===== config.mk =====
export PLATFORM = sky130hd
export DESIGN_NAME = lif_neuron_array
export DESIGN_NICKNAME = d
export VERILOG_FILES = /design/src/rtl/lif_neuron_array.sv
export SDC_FILE = /design/constraint.sdc
export NUM_CORES = 2
export LEC_CHECK = 0
export CAP_MARGIN = 10
export CELL_PAD_IN_SITES_DETAIL_PLACEMENT = 0
export CELL_PAD_IN_SITES_GLOBAL_PLACEMENT = 1
export CORE_AREA = 3 3 353 355
export CTS_CLUSTER_DIAMETER = 40
export DETAILED_ROUTE_END_ITERATION = 6
export DIE_AREA = 0 0 356 358
export GPL_ROUTABILITY_DRIVEN = 0
export PLACE_DENSITY_LB_ADDON = 0.1
export REMOVE_ABC_BUFFERS = 1
export SYNTH_ARGS = -nofsm -noshare
export SYNTH_HDL_FRONTEND = slang
export SYNTH_SLANG_ARGS = --single-unit

===== constraint.sdc =====
create_clock -name clk -period 21.9 [get_ports clk]
set_clock_uncertainty 0.15 [all_clocks]
set_input_delay 4.38 -clock clk [delete_from_list [all_inputs] [get_ports clk]]
set_output_delay 4.38 -clock clk [all_outputs]
set_load 0.1 [all_outputs]

===== src/rtl/lif_neuron_array.sv =====
// lif_neuron_array: time-multiplexed array of leaky integrate-and-fire neurons.
// One shared subtract/multiply/add datapath updates one neuron per cycle. A sweep
// over all neurons is one simulation time step.
// Ports:
//   clk, reset        clock, synchronous active-high reset
//   step_start_i      request one update sweep (ignored while busy)
//   currents_i        per-neuron signed input current, neuron k at [k*W +: W]
//   step_busy_o       sweep in progress
//   step_done_o       one-cycle pulse when the sweep finishes
//   spike_valid_o     one-cycle pulse per emitted spike, spike_id_o names the neuron
//   cfg_*_i           per-neuron parameter write port
//                     (sel 0 E_l, 1 tau_mem, 2 v_thresh, 3 tau_ref, 4 v_reset)
//   rd_addr_i         membrane readback address; rd_vmem_o is registered
module lif_neuron_array #(
    parameter int unsigned NUM_NEURONS = 8,
    parameter int unsigned WORD_WIDTH  = 16,
    parameter int unsigned DECAY_SHIFT = 15,
    parameter int unsigned REF_WIDTH   = 16
) (
    input  logic                              clk,
    input  logic                              reset,
    input  logic                              step_start_i,
    input  logic [NUM_NEURONS*WORD_WIDTH-1:0] currents_i,
    output logic                              step_busy_o,
    output logic                              step_done_o,
    output logic                              spike_valid_o,
    output logic [$clog2(NUM_NEURONS)-1:0]    spike_id_o,
    input  logic                              cfg_we_i,
    input  logic [$clog2(NUM_NEURONS)-1:0]    cfg_addr_i,
    input  logic [2:0]                        cfg_sel_i,
    input  logic [WORD_WIDTH-1:0]             cfg_wdata_i,
    input  logic [$clog2(NUM_NEURONS)-1:0]    rd_addr_i,
    output logic [WORD_WIDTH-1:0]             rd_vmem_o
);

    localparam int unsigned IDX_W  = $clog2(NUM_NEURONS);
    localparam int unsigned W      = WORD_WIDTH;
    localparam int unsigned DIFF_W = W + 1;
    localparam int unsigned PROD_W = 2 * DIFF_W;
    localparam int unsigned SUM_W  = PROD_W + 1;

    localparam logic signed [W-1:0] V_MAX = {1'b0, {(W-1){1'b1}}};
    localparam logic signed [W-1:0] V_MIN = {1'b1, {(W-1){1'b0}}};

    typedef enum logic [1:0] {
        S_IDLE   = 2'd0,
        S_UPDATE = 2'd1,
        S_DONE   = 2'd2
    } state_e;

    state_e state_q, state_d;
    logic [IDX_W-1:0] idx_q, idx_d;
    logic             capture_c;

    // Per-neuron state and parameters
    logic signed [W-1:0]   vmem_q   [NUM_NEURONS];
    logic [REF_WIDTH-1:0]  ref_cnt_q[NUM_NEURONS];
    logic signed [W-1:0]   e_l_q    [NUM_NEURONS];
    logic [W-1:0]          tau_mem_q[NUM_NEURONS];
    logic signed [W-1:0]   thresh_q [NUM_NEURONS];
    logic [REF_WIDTH-1:0]  tau_ref_q[NUM_NEURONS];
    logic signed [W-1:0]   vreset_q [NUM_NEURONS];

    logic [NUM_NEURONS*W-1:0] cur_q;

    logic                 busy_q, done_q, spike_valid_q;
    logic [IDX_W-1:0]     spike_id_q;
    logic [W-1:0]         rd_vmem_q;

    // Operands of the neuron currently addressed by idx_q
    logic signed [W-1:0]      v_cur, e_l_cur, thresh_cur, vreset_cur, i_cur;
    logic [W-1:0]             tau_cur;
    logic [REF_WIDTH-1:0]     ref_cur, tau_ref_cur;
    logic signed [DIFF_W-1:0] diff_c, tau_s_c;
    logic signed [PROD_W-1:0] prod_c, leak_c;
    logic signed [SUM_W-1:0]  sum_c;
    logic signed [W-1:0]      v_new_c;
    logic                     upd_c, ref_active_c, fire_c;
    logic [W-1:0]             rd_sel_c;

    // Operand select for the shared datapath
    always_comb begin
        v_cur       = '0;
        e_l_cur     = '0;
        thresh_cur  = '0;
        vreset_cur  = '0;
        i_cur       = '0;
        tau_cur     = '0;
        ref_cur     = '0;
        tau_ref_cur = '0;
        for (int i = 0; i < int'(NUM_NEURONS); i++) begin
            if (idx_q == IDX_W'(i)) begin
                v_cur       = vmem_q[i];
                e_l_cur     = e_l_q[i];
                thresh_cur  = thresh_q[i];
                vreset_cur  = vreset_q[i];
                i_cur       = cur_q[i*W +: W];
                tau_cur     = tau_mem_q[i];
                ref_cur     = ref_cnt_q[i];
                tau_ref_cur = tau_ref_q[i];
            end
        end
    end

    // Leak, integrate and saturate at full precision
    always_comb begin
        diff_c  = DIFF_W'(e_l_cur) - DIFF_W'(v_cur);
        tau_s_c = $signed({1'b0, tau_cur});
        prod_c  = PROD_W'(diff_c) * PROD_W'(tau_s_c);
        leak_c  = prod_c >>> DECAY_SHIFT;
        sum_c   = SUM_W'(v_cur) + SUM_W'(leak_c) + SUM_W'(i_cur);
        if (sum_c > SUM_W'(V_MAX)) begin
            v_new_c = V_MAX;
        end else if (sum_c < SUM_W'(V_MIN)) begin
            v_new_c = V_MIN;
        end else begin
            v_new_c = sum_c[W-1:0];
        end
        upd_c        = (state_q == S_UPDATE);
        ref_active_c = (ref_cur != '0);
        fire_c       = upd_c && !ref_active_c && (v_new_c >= thresh_cur);
    end

    // Sweep sequencing
    always_comb begin
        state_d   = state_q;
        idx_d     = idx_q;
        capture_c = 1'b0;
        case (state_q)
            S_IDLE: begin
                if (step_start_i) begin
                    state_d   = S_UPDATE;
                    idx_d     = '0;
                    capture_c = 1'b1;
                end
            end
            S_UPDATE: begin
                idx_d = idx_q + IDX_W'(1);
                if (idx_q == IDX_W'(NUM_NEURONS - 1)) begin
                    state_d = S_DONE;
                    idx_d   = '0;
                end
            end
            S_DONE:  state_d = S_IDLE;
            default: state_d = S_IDLE;
        endcase
    end

    // Readback mux; out-of-range addresses read zero
    always_comb begin
        rd_sel_c = '0;
        for (int i = 0; i < int'(NUM_NEURONS); i++) begin
            if (rd_addr_i == IDX_W'(i)) rd_sel_c = vmem_q[i];
        end
    end

    // FSM state, status outputs and current shadow
    always_ff @(posedge clk) begin
        if (reset) begin
            state_q       <= S_IDLE;
            idx_q         <= '0;
            busy_q        <= 1'b0;
            done_q        <= 1'b0;
            spike_valid_q <= 1'b0;
            spike_id_q    <= '0;
            rd_vmem_q     <= '0;
            cur_q         <= '0;
        end else begin
            state_q       <= state_d;
            idx_q         <= idx_d;
            busy_q        <= (state_d != S_IDLE);
            done_q        <= (state_d == S_DONE);
            spike_valid_q <= fire_c;
            spike_id_q    <= fire_c ? idx_q : '0;
            rd_vmem_q     <= rd_sel_c;
            if (capture_c) cur_q <= currents_i;
        end
    end

    // Membrane and refractory update of the addressed neuron
    always_ff @(posedge clk) begin
        if (reset) begin
            for (int i = 0; i < int'(NUM_NEURONS); i++) begin
                vmem_q[i]    <= '0;
                ref_cnt_q[i] <= '0;
            end
        end else begin
            for (int i = 0; i < int'(NUM_NEURONS); i++) begin
                if (upd_c && idx_q == IDX_W'(i)) begin
                    if (ref_active_c) begin
                        vmem_q[i]    <= vreset_cur;
                        ref_cnt_q[i] <= ref_cur - REF_WIDTH'(1);
                    end else if (fire_c) begin
                        vmem_q[i]    <= vreset_cur;
                        ref_cnt_q[i] <= tau_ref_cur;
                    end else begin
                        vmem_q[i]    <= v_new_c;
                    end
                end
            end
        end
    end

    // Parameter writes; the update in the same cycle still sees the old value
    always_ff @(posedge clk) begin
        if (reset) begin
            for (int i = 0; i < int'(NUM_NEURONS); i++) begin
                e_l_q[i]     <= '0;
                tau_mem_q[i] <= '0;
                thresh_q[i]  <= V_MAX;
                tau_ref_q[i] <= '0;
                vreset_q[i]  <= '0;
            end
        end else if (cfg_we_i) begin
            for (int i = 0; i < int'(NUM_NEURONS); i++) begin
                if (cfg_addr_i == IDX_W'(i)) begin
                    case (cfg_sel_i)
                        3'd0:    e_l_q[i]     <= cfg_wdata_i;
                        3'd1:    tau_mem_q[i] <= cfg_wdata_i;
                        3'd2:    thresh_q[i]  <= cfg_wdata_i;
                        3'd3:    tau_ref_q[i] <= REF_WIDTH'(cfg_wdata_i);
                        3'd4:    vreset_q[i]  <= cfg_wdata_i;
                        default: ;
                    endcase
                end
            end
        end
    end

    assign step_busy_o   = busy_q;
    assign step_done_o   = done_q;
    assign spike_valid_o = spike_valid_q;
    assign spike_id_o    = spike_id_q;
    assign rd_vmem_o     = rd_vmem_q;

endmodule


# After elaboration in Yosys (flattened, before gate mapping)
# Memory sizes are Yosys's and may differ from the RTL's.
# Cells that the tools add are included.
[word_totals]
reg_bits = 155
mem_bits_rw = 896
output_inout_bits = 22
word_cells = 560
mem_count = 7
[op_classes]
add_sub_neg = 5
multipliers = 1
magnitude_cmp = 3
eq_ne = 28
mux = 406
bitwise_logic = 81
reduce_logical = 21
[memory_table]
columns = ["memory", "depth", "word_bits", "rd", "rd_ports_with_merged_regs", "wr", "line", "source"]
rows = [
  ["e_l_q", 8, 16, 8, 0, 8, "58", "logic signed [W-1:0] e_l_q [NUM_NEURONS];"],
  ["ref_cnt_q", 8, 16, 8, 0, 8, "57", "logic [REF_WIDTH-1:0] ref_cnt_q[NUM_NEURONS];"],
  ["tau_mem_q", 8, 16, 8, 0, 8, "59", "logic [W-1:0] tau_mem_q[NUM_NEURONS];"],
  ["tau_ref_q", 8, 16, 8, 0, 8, "61", "logic [REF_WIDTH-1:0] tau_ref_q[NUM_NEURONS];"],
  ["thresh_q", 8, 16, 8, 0, 8, "60", "logic signed [W-1:0] thresh_q [NUM_NEURONS];"],
  ["vmem_q", 8, 16, 8, 0, 8, "56", "logic signed [W-1:0] vmem_q [NUM_NEURONS];"],
  ["1 more memories", "n/a", "n/a", "n/a", "n/a", "n/a", "n/a", ""],
]
[ops]
columns = ["operator", "count"]
rows = [
  ["$mux 16", 154],
  ["$mux 1", 246],
  ["$or 1x1->1", 80],
  ["$eq 3x3->1 const B", 13],
  ["$mul 17x17->34", 1],
  ["$eq 3x2->1 const B", 8],
  ["$add 20x16->21", 1],
  ["$gt 21x16->1 const B", 1],
  ["$lt 21x16->1 const B", 1],
  ["$add 16x19->20", 1],
  ["$sub 16x16->17", 1],
  ["$ge 16x16->1", 1],
  ["$reduce_bool 16->1", 1],
  ["$sub 16x1->16 const B", 1],
  ["$eq 3x1->1 const B", 4],
  ["$logic_not 3->1", 4],
  ["$logic_and 1x1->1", 10],
  ["$mux 3", 2],
  ["$pmux 3 s2", 1],
  ["$mux 2", 2],
  ["$pmux 2 s2", 1],
  ["$reduce_bool 2->1", 2],
  ["$add 3x1->3 const B", 1],
  ["$eq 2x1->1 const B", 1],
  ["other kinds (7)", 7],
]

# Logic depth before layout (Yosys ltp)
[logic_depth]
ltp_word = 25
depth_mapped = 75
depth_no_buf = 63

# Least setup slack after synthesis
# No wires, ideal clock.
[synth_timing]
kind = "flip-flop to flip-flop"
start = "reg idx_q[2]"
end = "mem ref_cnt_q[0][0], enable pin"
t_arrival_ns = 16.589
required_time_ns = 21.360
path_slack_ns = 4.771
stages_incl_launch_ff = 73
path_buffers = 12
synth_period_minus_slack_ns = 17.129
cell_sequence = "dfxtp_1 -> buf_4 -> inv_2 -> ha_1 -> buf_4 -> buf_2 -> clkbuf_1 -> buf_2 -> clkbuf_1 -> clkbuf_1 -> clkbuf_1 -> nand2_1 -> o311ai_0 -> o211ai_1 -> a21oi_1 -> a21oi_1 -> o21ai_0 -> ha_1 -> (+37 left out) -> a21oi_1 -> o2111ai_1 -> clkbuf_1 -> nand2_1 -> a21oi_1 -> inv_1 -> ha_1 -> nand3_1 -> o22ai_1 -> o21a_1 -> o21ai_0 -> a311oi_1 -> a21o_1 -> or3_1 -> buf_6 -> buf_6 -> nor2_2 -> nor2b_1"
[synth_rtl]
columns = ["element", "line", "source"]
rows = [
  ["from (decl)", "52", "logic [IDX_W-1:0] idx_q, idx_d;"],
  ["from (signal assigned)", "170", "idx_q <= idx_d;"],
  ["to (decl)", "57", ""],
]

==> impl_results.md <==
- Worst reg2reg startpoint: idx_q[0]
- Post-cts sizing count: 0
- Worst path arrival time: 20.76 ns
- Kind of critical path: reg2reg
- First-pass GRT wire length: slightly below 300 mm
- Type of the most critical hold path: reg2reg
- Post-Syn Area: ~60000 sq um
- GRT overflow: 0
- Met1 Use GR: a little under half
- Layout Utilization: around 57%
- Cell area after layout: 69400 sq um
- Post-synthesis xor/xnor area fraction: 1.15%
- Initial Util: 49.9%
- Avg Inst Size Synth: between 10 and 15 sq um
- Tmin final: a little over 20 ns
- Setup slack, reg-to-reg: around 1.6 ns
- Reg-to-reg endpoint: ref_cnt_q[0][25]
- Num ports: ~180
- Layout area overhead: 14.1%
- Hold EP: cur_q[85]
- Vias per inst: around 6
- Placement Setup Slack: just over 2 ns
- Initial antenna violation count: 2
- Vias in the first global route: 44900
- IO Port Bufs: 178
- Seq/Total Area, Yosys: between 40% and 50%
- Largest family of logic cells by synthesized area: simple AND/OR/NAND/NOR gates
- RSZ-0062 raised after global routing: false
- Synth cell types: between 90 and 100
- Fin. Hold Viols: 0
- Multiplexer area fraction after synthesis: under 10%
- Cell mode on critical path: fa_1
- Hold Path Depth: 2
- Synth area leaders: edfxtp_1 (44%), fa_1 (9.6%), nor2_1 (5.7%), nand2_1 (5.2%), dfxtp_1 (5.1%)
- Setup bufs post-CTS: 0
- Hold Startpoint: cur_q[85]
- Total GRT Usage: slightly above 30%
- Post-DP HPWL: about 130 mm
- Post-Synth Adder-Cell Area: 12.7%
- Status: complete, no violations
- Crit Path Max Fanout: 30
- Synth Register Bits: ~1100
- NumNets Final: between 6000 and 7000
- Max-slew violation count: 0
- Root buffer cell: clkbuf_16
- Fraction of the mapped netlist area in compound gates: between 10 and 15%
- DRC: 0
- Number of fill cells: between 10000 and 15000
- Slew @ Worst Pin: 1.29 ns
- DRT Wirelength: slightly below 200 mm
- GRT busiest layer: met2
- Share of the synthesized area in the top cell type: 44.3%
- Layout cell share with drive strength beyond 1: 8.03%
- EDFF count, synth: ~900
- Multi-input logic area: about 27000 sq um
- Post-synth top cells: nor2_1 (931), edfxtp_1 (896), nand2_1 (842), inv_1 (435), a21oi_1 (372)
- Yosys top cell by area: edfxtp_1
- Worst path max stage delay: 0.90 ns
- Synth Area in Simple Gates: between 10% and 20%
- Crit path launch type: register
- Vias: 46100
- Final setup viols: 0
- Most frequent cell after synthesis: nor2_1
- Die Y: 358 um
- FF/Latch Area: ~30000 sq um
- Clk pin slew, worst setup/hold paths: 0.06 ns
- Hold buffer count at CTS: 0
- Slowest-stage cell, CP: or3_2
- Rows: between 100 and 150
- Headroom to the max-slew limit: roughly 14%
- Max-cap violations: 0
- Synth Instances: around 6000
- Depth of the most critical reg-to-reg path: 63
- Peak Freq: approximately 0.049 GHz
- Clock Latency Late Sink: a little under 0.8 ns
- Clock Sinks: between 1000 and 1500
- Die Wd: around 360 um
- CP startpoint: idx_q[0]
- Post-synth ARST share: 0%
- Final setup TNS: 0 ns
- M3 GR Usage: 5.42%
- Synth warn: 0
- First-iteration detailed-routing DRC count: ~5400
- Final ANT Viol Nets: 0
- DR pass1 iterations: 6
- Worst setup margin: 1.56 ns
- Largest net degree at the start of global routing: 194
- Core area: around 120000 sq um
- Cell Area, Placed: ~64000 sq um
- Num CTS Buffers: between 150 and 200
- Nature of the critical path endpoint: register
- Maximum clock path buffer count: 3
- GR Util met2: between 40 and 50%
- Top FF cell, synth: edfxtp_1
- Critical Path RT: ~22 ns
- TritonCTS clock tree: built
- Max H-tree Level: 4
- Tcrit/Tclk final: ~93%
- Die footprint: 127000 sq um
- Wire per inst: around 25 um
-- logic make-up (layout without fill, tap and decap cells) --
family	count (synthesis)	count (layout)
other cells	0	1
xor+xnor	80	80
simple gates	2183	2183
fa+ha+maj	441	441
mux	83	83
flops	1051	1051
compound gates	1238	1238
buf+inv	897	1016
-- layer usage --
| layer | vias up | routed length [um] |
|---|---|---|
| li1 | 20900 | - |
| met1 | 23000 | 84600 |
| met2 | 1965 | 85700 |
| met3 | 304 | 16600 |
| met4 | 2 | 6120 |
| met5 | - | 13 |
-- state kept, by name, indices dropped and copies added, names as in the netlist, 2 cells and up --
signal and count:
cur_q 128, e_l_q 128, ref_cnt_q 128, tau_mem_q 128, tau_ref_q 128, thresh_q 128, vmem_q 128, vreset_q 128
rd_vmem_o 16, idx_q 3, spike_id_o 3, state_q 2
-- worst max-delay path by stage --
stage	slack, ns	cells past startpoint	endpoint
finish	1.56	63	ref_cnt_q[0][25]
global route	0.54	60	ref_cnt_q[0][25]
CTS	1.94	63	ref_cnt_q[0][25]
detailed placement	2.04	63	ref_cnt_q[0][25]
global placement	2.45	63	ref_cnt_q[0][30]
floorplan	-3.04	59	ref_cnt_q[0][0]
-- worst max-delay path: cells and delay by family, from the launching register on --
family                     cells  cell delay [ns]
xor gates and xnor gates       2             0.86
DFF                            1             0.35
adders and majority gates     13             5.97
buffers and inverters          9             1.48
and+or+nand+nor                9             2.94
AOI/OAI and AO/OA             30             8.32
-- placed cells by master, fill, tap and decap left out, types with 14 or more instances in the layout --
cell | netlist | routed
or3_1 | 28 | 27
inv_1 | 435 | 435
a311oi_1 | 49 | 49
inv_6 | 0 | 19
xnor2_1 | 55 | 53
nand3b_1 | 23 | 23
nor2_1 | 931 | 930
a21oi_1 | 372 | 372
fa_1 | 291 | 291
o22ai_1 | 39 | 38
edfxtp_1 | 896 | 896
xor2_1 | 25 | 25
and2_1 | 25 | 22
ha_1 | 146 | 143
nand2_1 | 842 | 839
dfxtp_1 | 155 | 154
o21a_1 | 33 | 33
or2_2 | 34 | 34
nor2b_1 | 44 | 41
nand3_1 | 57 | 57
a211oi_1 | 45 | 45
nor3_1 | 62 | 61
a221oi_1 | 126 | 126
clkdlybuf4s50_1 | 0 | 176
clkbuf_16 | 0 | 163
o211ai_1 | 115 | 115
a21boi_0 | 24 | 24
a221o_1 | 22 | 22
o311ai_0 | 105 | 105
nand2b_1 | 78 | 77
and3_1 | 15 | 15
buf_4 | 9 | 114
o21ai_0 | 124 | 121
clkbuf_1 | 349 | 21
clkinv_4 | 0 | 14
a21o_1 | 35 | 35
mux2i_1 | 75 | 75
o31ai_4 | 14 | 14
o31ai_1 | 19 | 18
bufinv_16 | 0 | 22
-- final cells by class --
cell class	instances	share of cell area, %
sequential	1051	43.3
timing repair buffer	294	3.86
clock buffer	188	6.07
multi-input combinational	4025	39.6
clock inverter	98	1.88
antenna	1	0.00361
tap	1625	2.93
inverter	436	2.36
-- through the flow --
step / instances / hold WS (ns)
floorplan: 5512 / 0.280
global placement: 7431 / 0.292
detailed placement: 7431 / 0.296
CTS: 7717 / 0.303
global route: 7717 / 0.315
finish: 7718 / 0.301
Power is left out: the tool's default activity adds up to more than one toggle a clock period on the data nets, which glitch-free logic cannot reach.
